==> src/rtl/dm_arbiter_pkg.sv <==
// Shared types and constants for the two-master data-memory burst arbiter.
package dm_arbiter_pkg;

    typedef enum logic [1:0] {
        IDLE    = 2'd0,
        BURST_A = 2'd1,
        BURST_B = 2'd2
    } state_t;

    typedef enum logic {
        OWN_A = 1'b0,
        OWN_B = 1'b1
    } owner_t;

    localparam int unsigned LEN_W_DEF   = 4;
    localparam logic [31:0] WORD_STRIDE = 32'd4;

endpackage

==> src/rtl/dm_burst_gen.sv <==
// Burst address generator: captures base/length at grant, steps one word per beat.
module dm_burst_gen
    import dm_arbiter_pkg::*;
#(
    parameter int unsigned LEN_W = LEN_W_DEF
) (
    input  logic             clk,
    input  logic             reset,
    input  logic             load,
    input  logic             advance,
    input  logic [31:0]      base_in,
    input  logic [LEN_W-1:0] len_in,
    output logic [31:0]      addr,
    output logic             last
);

    logic [31:0]      base_q;
    logic [LEN_W-1:0] cnt_q;
    logic [LEN_W-1:0] last_q;

    always_ff @(posedge clk) begin
        if (reset) begin
            base_q <= '0;
            cnt_q  <= '0;
            last_q <= '0;
        end else if (load) begin
            base_q <= base_in & ~32'h3;
            cnt_q  <= '0;
            last_q <= len_in;
        end else if (advance) begin
            cnt_q <= cnt_q + 1'b1;
        end
    end

    // 32-bit add wraps naturally past the top of the address space.
    assign addr = base_q + (32'(cnt_q) * WORD_STRIDE);
    assign last = (cnt_q == last_q);

endmodule

==> src/rtl/dm_arbiter.sv <==
// Two-master round-robin burst arbiter driving a single-port data memory.
module dm_arbiter
    import dm_arbiter_pkg::*;
#(
    parameter int unsigned LEN_W = LEN_W_DEF
) (
    input  logic             clk,
    input  logic             reset,
    input  logic             a_req,
    input  logic             a_we,
    input  logic [31:0]      a_addr,
    input  logic [LEN_W-1:0] a_len,
    input  logic [31:0]      a_wdata,
    output logic             a_gnt,
    output logic             a_ack,
    input  logic             b_req,
    input  logic             b_we,
    input  logic [31:0]      b_addr,
    input  logic [LEN_W-1:0] b_len,
    input  logic [31:0]      b_wdata,
    output logic             b_gnt,
    output logic             b_ack,
    output logic [31:0]      rdata,
    output logic [31:0]      mem_addr,
    output logic [31:0]      mem_din,
    output logic             mem_we,
    input  logic [31:0]      mem_dout
);

    state_t           state;
    owner_t           prio;
    logic             we_q;
    logic             a_elig, b_elig;
    logic             arb_point, grant_a, grant_b;
    logic             burst_last;
    logic [31:0]      burst_addr;
    logic [31:0]      sel_addr;
    logic [LEN_W-1:0] sel_len;

    assign a_gnt = (state == BURST_A);
    assign b_gnt = (state == BURST_B);
    assign a_ack = a_gnt;
    assign b_ack = b_gnt;

    // A master's own req is masked while it holds the grant, so a held req
    // only re-arbitrates after the handoff.
    always_comb begin
        a_elig    = a_req && !a_gnt;
        b_elig    = b_req && !b_gnt;
        arb_point = (state == IDLE) || burst_last;
        grant_a   = arb_point && a_elig && (!b_elig || prio == OWN_A);
        grant_b   = arb_point && b_elig && (!a_elig || prio == OWN_B);
        sel_addr  = grant_b ? b_addr : a_addr;
        sel_len   = grant_b ? b_len  : a_len;
    end

    always_ff @(posedge clk) begin
        if (reset) begin
            state <= IDLE;
            prio  <= OWN_A;
            we_q  <= 1'b0;
        end else if (grant_a) begin
            state <= BURST_A;
            prio  <= OWN_B;
            we_q  <= a_we;
        end else if (grant_b) begin
            state <= BURST_B;
            prio  <= OWN_A;
            we_q  <= b_we;
        end else if (arb_point) begin
            state <= IDLE;
            we_q  <= 1'b0;
        end
    end

    dm_burst_gen #(.LEN_W(LEN_W)) u_burst_gen (
        .clk     (clk),
        .reset   (reset),
        .load    (grant_a || grant_b),
        .advance (state != IDLE),
        .base_in (sel_addr),
        .len_in  (sel_len),
        .addr    (burst_addr),
        .last    (burst_last)
    );

    always_comb begin
        mem_addr = '0;
        mem_din  = '0;
        mem_we   = 1'b0;
        unique case (state)
            BURST_A: begin
                mem_addr = burst_addr;
                mem_din  = a_wdata;
                mem_we   = we_q;
            end
            BURST_B: begin
                mem_addr = burst_addr;
                mem_din  = b_wdata;
                mem_we   = we_q;
            end
            default: ;
        endcase
    end

    assign rdata = mem_dout;

endmodule

==> config.mk <==
export PLATFORM = sky130hd
export DESIGN_NAME = dm_arbiter
export DESIGN_NICKNAME = d
export VERILOG_FILES = /design/src/rtl/dm_arbiter_pkg.sv /design/src/rtl/dm_burst_gen.sv /design/src/rtl/dm_arbiter.sv
export SDC_FILE = /design/constraint.sdc
export NUM_CORES = 1
export LEC_CHECK = 0
export ABC_AREA = 1
export BUFFER_PORTS_ARGS = -buffer_cell sky130_fd_sc_hd__buf_2
export CORE_AREA = 3 3 141 75
export DETAILED_ROUTE_END_ITERATION = 8
export DIE_AREA = 0 0 144 78
export PLACE_DENSITY = 0.82
export SLEW_MARGIN = 20
export SYNTH_ARGS = -nofsm -noshare
export SYNTH_HDL_FRONTEND = slang
export SYNTH_SLANG_ARGS = --single-unit
export TNS_END_PERCENT = 1
==> constraint.sdc <==
create_clock -name clk -period 2.6 [get_ports clk]
set_input_delay 0.52 -clock clk [delete_from_list [all_inputs] [get_ports clk]]
set_output_delay 0.52 -clock clk [all_outputs]
set_load 0.02 [all_outputs]
==> results.toml, run 1 <==
[run_status]
outcome = "finished with violations"
violations = "setup timing"

[cells_and_area]
final_common_cell = "nand2_1"
antennaDiodeCount = 0
fin_area_um2 = 5230
syn_to_final_growth_pct = 31.3
nNetsFinal = 1090
instances_no_fill = 1029
final_cell_mix = "312 x nand2_1, 191 x buf_2, 90 x nand3_1, 52 x nor2_1, 49 x inv_1"
fill_cells = 914
multi_input_area_um2 = 2580
seq_area_um2 = 843
final_layout_size_suffix_gt1_frac = 0.301

[synthesis]
synth_cells = 736
yosysWarnings = 0
synthAdderAreaFrac = 0.0302
yosys-top-cells-area = "nand2_1 30%, dfxtp_1 21%, nand3_1 11%"
synth-compound-area-share = 0.0783
yosysTopAreaCell = "nand2_1"
syn_area_per_cell_um2 = 5.41
synth-xor-area-share = 0.0110
netlist_area_um2 = 3980
yosysTopAreaCellShare = 0.300
yosysUniqueCellTypes = 25
synth_seq_area_share = 0.211
synth_top_family_by_area = "simple AND/OR/NAND/NOR gates"
synthSimpleGateAreaFrac = 0.504
synth_mux_area_frac = 0
ys_ff_latch = 42

[worst_setup_path]
critPathKind = "flop to output port"
critPathTopFamily = "adder cells"
end_kind = "output port"
cp.arrival_ns = 2.21
path_buf_inv = 5
worstPathRequired_ns = 2.08
cp_max_fo = 5
cpMostUsedCell = "nand2_2"
startpoint_type = "flop"
critPathSlowestCell = "fa_2"
cpPeakStageDelay_ns = 0.37
cp_cell_sequence = "ha_4 -> inv_4 -> fa_2 -> o21ai_4 -> buf_6 -> inv_2 -> nor2_1 -> buf_4 -> nand2_2 -> nand2_2 -> nand2_2 -> nor2_1 -> buf_4"

[cts]
clock_latency_ns = 0.29
clock_path_buffers = 2
root_buffer = "clkbuf_16"
path_clk_slew_ns = 0.07
hold_buffers = 0
cts_tree = "built"
clkSinkCount = 42
cts_buffers = 5
cts_max_level = 2

[timing]
setup_ws_ns = -0.132
hold_viol = 0
worst_pin_slew_ns = 0.740
finalSetupTns_ns = -0.606
drv_slew = 0
finalCritPeriodShare = 1.05
clock.fmax_ghz = 0.366
skew_ns = 0.00663
setup_viol = 10
whs_ns = 0.487
period_needed_ns = 2.73
rsz0062_at_grt = "yes"
slew_headroom = 0.504

[place]
hpwlAfterDp_um = 11500
dpl_cell_area_um2 = 4900
dpl.cell_count = 1015
gp_congestion = 0.932
portBuffers = 204

[global_routing]
antenna_found_initial = 0
grt_max_degree = 38
track_usage = 0.248
grt_overflow = 0
grt_pass1_wl_um = 22400
grt_pass1_vias = 4514

[pwr]
peakVddDrop_mv = 0.323
total_power_mw = 3.01
cellLeakagePower_nw = 2.82
power_density_nw_per_um2 = 575

[die]
core_area_um2 = 9350
die_h_um = 78
die_w_um = 144
start_util = 0.426
io_pins = 275
rows = 25
fp.dieArea_um2 = 11200

[detailed_routing]
drc_errors = 0
drt_iter0_markers = 446
ant_nets = 0
post_drt_via_cell_ratio = 5.09
vias = 5233
wirelength_um = 14900
wl_per_cell_um = 14.4
dr.pass1.iters = 6

[worst_hold_path]
hold_class = "flop to flop"

[run]
maxCapViolations = 0
[registers in the layout, summed over array words and instances (netlist names)]
| name | cells |
|---|---|
| u_burst_gen.base_q | 30 |
| we_q | 1 |
| u_burst_gen.last_q | 4 |
| prio | 1 |
| state | 2 |
| u_burst_gen.cnt_q | 4 |
[cells in the mapped netlist]
cell / number
buf_4: 43
clkinv_1: 2
dfxtp_1: 42
o21ai_4: 1
inv_2: 6
xor2_1: 5
nand2_1: 318
o21ai_1: 1
ha_1: 8
o22ai_1: 1
conb_1: 1
buf_2: 8
nand2_2: 2
and2_1: 3
nor3_1: 13
nor2_4: 1
a21oi_1: 46
clkbuf_1: 18
inv_1: 52
nand4_1: 5
nor2_1: 58
fa_1: 1
o21ai_2: 1
nand3_1: 91
o21ai_0: 9
[power breakdown]
part	switching [mW]	leakage (nW)	internal [mW]
registers	0.157	0.346	0.775
clock network	0.281	0.0698	0.356
logic	0.965	2.40	0.475
[cell type report]
type,count,area share
flip-flops and latches,42,0.161
multi-input cells,566,0.494
well taps,121,0.0290
repair buffers,232,0.245
clock inverters,3,0.00407
inverters,60,0.0436
clock buffers,5,0.0239
[path summary, 6_finish.rpt]
check,from,slack (ns),to,cells after the start
worst max-delay path,u_burst_gen.cnt_q[0],-0.13,mem_addr[30],13
worst max register to register,state[0],0.45,u_burst_gen.base_q[26],10
worst min-delay path,state[1],0.49,state[1],2
worst min register to register,state[1],0.49,state[1],2
[worst reg2reg max path, stage by stage (launching register included)]
cell and delay (ns):
dfxtp_1 0.37, inv_1 0.08, ha_1 0.23, inv_2 0.06, nand3_1 0.08, inv_2 0.27
nand2_2 0.50, nand2_1 0.20, nand2_1 0.12, nand2_1 0.09, nand2_1 0.05
[layer usage]
layer | vias to the layer above | GRT usage | part of all wire
li1 | 2612 | - | -
met4 | 0 | 0.0414 | 0.010
met1 | 2340 | 0.345 | 0.45
met2 | 263 | 0.416 | 0.45
met5 | - | 0 | 0
met3 | 18 | 0.0296 | 0.091
[cells by family after synthesis]
kind of cell	count (synthesis)
AOI/OAI and AO/OA	59
DFF	42
buffers and inverters	129
xor gates and xnor gates	5
and+or+nand+nor	491
other	1
adders and majority gates	9
[per-stage QoR]
step	util	setup slack [ns]
after floorplan	-	0.00329
after global placement	0.524	0.0512
after detailed placement	0.524	-0.00351
after CTS	0.549	-0.0867
after global routing	0.559	-0.234
final	0.559	-0.132
[repair_timing]
item / in CTS / in global routing
setup buffers: 4 / 2
pin swaps: 8 / 9
gates resized for setup: 21 / 24
setup endpoints to repair: 13 / 25
Power figures use the tool's default switching activity.
==> run 2: changes to the inputs <==
--- a/config.mk
+++ b/config.mk
@@ -5,11 +5,11 @@
 export SDC_FILE = /design/constraint.sdc
 export NUM_CORES = 1
 export LEC_CHECK = 0
-export ABC_AREA = 1
+export ABC_AREA = 0
 export BUFFER_PORTS_ARGS = -buffer_cell sky130_fd_sc_hd__buf_2
-export CORE_AREA = 3 3 141 75
+export CORE_AREA = 3 3 138 73
 export DETAILED_ROUTE_END_ITERATION = 8
-export DIE_AREA = 0 0 144 78
+export DIE_AREA = 0 0 141 76
 export PLACE_DENSITY = 0.82
 export SLEW_MARGIN = 20
 export SYNTH_ARGS = -nofsm -noshare
==> results.toml, run 2 <==
[cells_and_area]
instances_no_fill = 768
syn_to_final_growth_pct = 37.4
final_cell_mix = "187 x buf_2, 83 x nand2_1, 41 x nor2_1, 39 x dfxtp_1, 37 x nor2b_1"
antennaDiodeCount = 0
top_regs = "u_burst_gen.base_q x30, u_burst_gen.cnt_q x4, u_burst_gen.last_q x4"
nNetsFinal = 833
largest_register_ffs = 30
final_layout_size_suffix_gt1_frac = 0.436
final_common_cell = "buf_2"
top_register = "u_burst_gen.base_q"

[cts]
hold_buffers = 0
clock_latency_ns = 0.29
cts_max_level = 2
path_clk_slew_ns = 0.07
clock_path_buffers = 2
cts_buffers = 5
root_buffer = "clkbuf_16"
clkSinkCount = 42
cts_tree = "built"

[pwr]
cellLeakagePower_nw = 2.30
total_power_mw = 3.14
power_density_nw_per_um2 = 621
peakVddDrop_mv = 0.327

[worst_setup_path]
startpoint_type = "flop"
worstPathRequired_ns = 2.08
cp.arrival_ns = 2.39
path_buf_inv = 2
critPathTopFamily = "adder cells"
cp_max_fo = 6
critPathKind = "flop to output port"
cp_cell_sequence = "ha_4 -> inv_2 -> fa_2 -> nor2b_4 -> o21ai_4 -> a2111oi_4 -> xor2_1 -> and2_4 -> buf_6"
end_kind = "output port"
critPathSlowestCell = "fa_2"
cpPeakStageDelay_ns = 0.38

[timing]
setup_viol = 26
clock.fmax_ghz = 0.343
period_needed_ns = 2.91
setup_ws_ns = -0.312
hold_viol = 0
finalCritPeriodShare = 1.12
rsz0062_at_grt = "yes"
drv_slew = 0
whs_ns = 0.478
skew_ns = 0.00823

[synthesis]
yosys-top-cells-area = "dfxtp_1 23%, buf_4 8.6%, nand2_1 8.6%"
yosysWarnings = 0
synth_flop_cell = "dfxtp_1"
synthArstFlopShare = 0
synth_cells = 486
synth_most_common_cell = "nand2_1"
ys_ff_latch = 42
yosysTopAreaCell = "dfxtp_1"
synth_seq_area_share = 0.229
yosysUniqueCellTypes = 44
ys_top_cells_by_count = "84 x nand2_1, 42 x buf_4, 42 x dfxtp_1, 41 x nor2_1, 39 x nor2b_1"
yosysTopAreaCellShare = 0.229
netlist_area_um2 = 3670
synth_edf_count = 0
syn_area_per_cell_um2 = 7.56

[detailed_routing]
wirelength_um = 12900
dr.pass1.iters = 6
drc_errors = 0
drt_iter0_markers = 368
vias = 4215
ant_nets = 0
wl_per_cell_um = 16.7
post_drt_via_cell_ratio = 5.49

[place]
gp_congestion = 0.850
dpl.cell_count = 756
hpwlAfterDp_um = 8680
portBuffers = 204

[global_routing]
grt_overflow = 0
grt_pass1_wl_um = 20100
grt_pass1_vias = 4167
grt_max_degree = 42
track_usage = 0.223
antenna_found_initial = 0

[run_status]
violations = "setup timing"
outcome = "finished with violations"

[die]
die_w_um = 141
io_pins = 275
core_area_um2 = 8800
fp.dieArea_um2 = 10700
start_util = 0.418
rows = 24
die_h_um = 76

[worst_hold_path]
hold_class = "flop to flop"

[run]
maxCapViolations = 0
## run 2: cell types whose count changed in the layout (fill, tap and decap cells not counted), sizes merged, moves of 6 or more
cell / change
inv: -50
a21oi: -37
xnor2: +7
o21ai: -8
nor2: -18
a311oi: +34
nand3: -83
nand2b: +6
nor3: -9
nor2b: +39
xor2: +16
and2: +20
nand2: -236
a22oi: +32
## run 2: metal layers
| layer | vias up | global-route usage | routed length (um) |
|---|---|---|---|
| met5 | - | 0 | 0 |
| met1 | 1954 | 0.248 | 4740 |
| met2 | 223 | 0.408 | 6580 |
| li1 | 1975 | - | - |
| met3 | 63 | 0.0426 | 1020 |
| met4 | 0 | 0.107 | 517 |
## run 2: path summary, 6_finish.rpt
kind | startpoint | end | slack [ns] | cells past startpoint
setup / recovery | u_burst_gen.base_q[2] | mem_addr[30] | -0.31 | 9
hold reg to reg | state[1] | state[1] | 0.48 | 2
hold / removal | state[1] | state[1] | 0.48 | 2
setup reg to reg | state[0] | u_burst_gen.base_q[25] | 0.33 | 7
## run 2: cell families (layout without fill, tap and decap cells)
logic type | count (synthesis) | in the layout | synth area share
and+or+nand+nor | 227 | 227 | 0.307
xor gates and xnor gates | 28 | 28 | 0.0668
buffers and inverters | 82 | 246 | 0.131
muxes | 4 | 4 | 0.0109
AOI/OAI and AO/OA | 93 | 93 | 0.222
other | 1 | 2 | 0.00102
DFF | 42 | 42 | 0.229
adders and majority gates | 9 | 9 | 0.0327
## run 2: where the power goes
part | switching [mW] | internal [mW]
Sequential | 0.148 | 0.774
Combinational | 0.799 | 0.583
Clock | 0.281 | 0.552
## run 2: per-stage QoR
| stage | TNS [ns] | cell area [um2] | worst slack, ns | utilization |
|---|---|---|---|---|
| after floorplan | -0.0428 | 3700 | -0.0150 | - |
| after global placement | -0.115 | 4590 | -0.0519 | 0.521 |
| after detailed placement | -0.387 | 4590 | -0.0964 | 0.521 |
| after CTS | -4.36 | 5010 | -0.213 | 0.570 |
| after global routing | -7.34 | 5050 | -0.384 | 0.574 |
| final | -5.26 | 5050 | -0.312 | 0.574 |
## run 2: repair_timing
action | 4_1_cts | 5_1_grt
gates resized for setup | 49 | 10
endpoints found under the hold margin | 0 | 0
pin swaps | 13 | 7
setup endpoints to repair | 26 | 26
gates cloned | 1 | 0
buffers inserted | 3 | 0
## run 2: layout make-up
type,instances,area (um2)
fill,738,3750
multi-input combinational,363,2540
timing repair buffer,230,1290
sequential,42,845
tap,117,146
clock buffer,5,125
clock inverter,3,68.8
inverter,8,30.0
## run 2: tightest hold or removal path: stages (launching register included)
cell and delay, ns:
dfxtp_1 0.32, nand2_1 0.06, a21oi_1 0.05
==> run 3: changes to the inputs <==
--- a/config.mk
+++ b/config.mk
@@ -7,10 +7,10 @@
 export LEC_CHECK = 0
 export ABC_AREA = 0
 export BUFFER_PORTS_ARGS = -buffer_cell sky130_fd_sc_hd__buf_2
-export CORE_AREA = 3 3 138 73
+export CORE_AREA = 3 3 134 71
 export DETAILED_ROUTE_END_ITERATION = 8
-export DIE_AREA = 0 0 141 76
-export PLACE_DENSITY = 0.82
+export DIE_AREA = 0 0 137 74
+export PLACE_DENSITY = 0.88
 export SLEW_MARGIN = 20
 export SYNTH_ARGS = -nofsm -noshare
 export SYNTH_HDL_FRONTEND = slang
==> constraint.sdc (replaced) <==
create_clock -name clk -period 3.5 [get_ports clk]
set_input_delay 0.7 -clock clk [delete_from_list [all_inputs] [get_ports clk]]
set_output_delay 0.7 -clock clk [all_outputs]
set_load 0.02 [all_outputs]
==> results.toml, run 3 (synthesized netlist as in run 2, its figures left out) <==
[detailed_routing]
dr.pass1.iters = 5
drc_errors = 0
vias = 4014
post_drt_via_cell_ratio = 5.34
ant_nets = 0
wl_per_cell_um = 15.8
wirelength_um = 11900
drt_iter0_markers = 264

[timing]
clock.fmax_ghz = 0.301
setup_viol = 0
finalCritPeriodShare = 0.950
worst_pin_slew_ns = 0.693
rsz0062_at_grt = "no"
period_needed_ns = 3.33
slew_headroom = 0.538
hold_viol = 0
setup_ws_ns = 0.175
skew_ns = 0.00736
drv_slew = 0
finalSetupTns_ns = 0

[place]
hpwlAfterDp_um = 8880
portBuffers = 204
pre_cts_ws_ns = 0.383
gp_congestion = 0.886

[cts]
cts_tree = "built"
cts_resized = 0
post_cts_buffers = 0
path_clk_slew_ns = 0.06
cts_max_level = 2
hold_buffers = 0
clock_path_buffers = 2
cts_buffers = 5
clkSinkCount = 42
clock_latency_ns = 0.28
root_buffer = "clkbuf_16"

[global_routing]
grt_pass1_vias = 3590
grt_pass1_wl_um = 17600
antenna_found_initial = 0
grt_max_degree = 46
grt_overflow = 0
track_usage = 0.213

[die]
fp.dieArea_um2 = 10100
core_area_um2 = 8530
die_h_um = 74
io_pins = 275
rows = 24
start_util = 0.431
die_w_um = 137

[worst_hold_path]
hold_class = "flop to flop"

[run]
maxCapViolations = 0

[worst_setup_path]
cp.arrival_ns = 2.63
worstPathRequired_ns = 2.80
startpoint_type = "flop"
critPathKind = "flop to output port"
end_kind = "output port"
cp_max_fo = 10

[pwr]
peakVddDrop_mv = 0.231
cellLeakagePower_nw = 2.21
power_density_nw_per_um2 = 460

[cells_and_area]
nNetsFinal = 816
top_register = "u_burst_gen.base_q"
antennaDiodeCount = 0
fill_cells = 756
final_common_cell = "buf_2"
final_layout_size_suffix_gt1_frac = 0.379
largest_register_ffs = 30
syn_to_final_growth_pct = 27.4
top_regs = "u_burst_gen.base_q x30, u_burst_gen.cnt_q x4, u_burst_gen.last_q x4"
final_cell_mix = "204 x buf_2, 84 x nand2_1, 41 x nor2_1, 41 x dfxtp_1, 37 x nor2b_1"

[run_status]
outcome = "finished, final reports clean"
## run 3: cell count changes in the layout (fill, tap and decap cells not counted), sizes merged
cell and delta:
clkbuf +2, buf -17, bufinv -1, clkinv -1
## run 3: final cells by class
| type | count | area, um2 | area share |
|---|---|---|---|
| clock inverter | 1 | 30.0 | 0.00642 |
| sequential | 42 | 842 | 0.180 |
| tap | 117 | 146 | 0.0313 |
| clock buffer | 7 | 133 | 0.0283 |
| multi-input combinational | 363 | 2380 | 0.510 |
| inverter | 8 | 30.0 | 0.00642 |
| timing repair buffer | 213 | 1110 | 0.238 |
## run 3: path summary, 6_finish.rpt
path | start | to | slack [ns] | cells past startpoint
worst max-delay path | u_burst_gen.cnt_q[0] | mem_addr[26] | 0.17 | 9
worst min-delay path | state[0] | state[0] | 0.47 | 2
worst min register to register | state[0] | state[0] | 0.47 | 2
worst max register to register | state[0] | u_burst_gen.base_q[9] | 1.11 | 9
## run 3: metrics by stage
step	util	area [um2]	power [mW]	instances	hold slack, ns
6_report	0.549	4680	2.15	751	0.473
5_1_grt	0.549	4680	2.28	751	0.501
4_1_cts	0.545	4650	2.15	751	0.479
3_5_place_dp	0.526	4490	1.62	743	0.471
3_3_place_gp	0.526	4490	1.60	743	0.462
2_1_floorplan	-	3680	1.40	487	0.453
## run 3: critical path, cell delays in order, from the launching register on
cell and delay, ns:
dfxtp_2 0.39, ha_1 0.21, inv_1 0.07, fa_1 0.40, nor2b_2 0.20, o21ai_4 0.16, a2111oi_2 0.41, xor2_1 0.19
and2_1 0.15, buf_2 0.16
## run 3: report_power, final
| part | total (mW) | switching, mW | internal (mW) | leakage [nW] |
|---|---|---|---|---|
| Sequential | 0.677 | 0.102 | 0.575 | 0.348 |
| Combinational | 0.945 | 0.556 | 0.389 | 1.78 |
| Clock | 0.529 | 0.192 | 0.338 | 0.0781 |
| Total | 2.15 | 0.850 | 1.30 | 2.21 |
## run 3: metal layers
layer / vias to the layer above / GRT usage / share of wire
met2: 192 / 0.385 / 0.49
met3: 38 / 0.0243 / 0.081
met4: 0 / 0.0785 / 0.030
met5: - / 0 / 0
met1: 1845 / 0.267 / 0.40
li1: 1939 / - / -
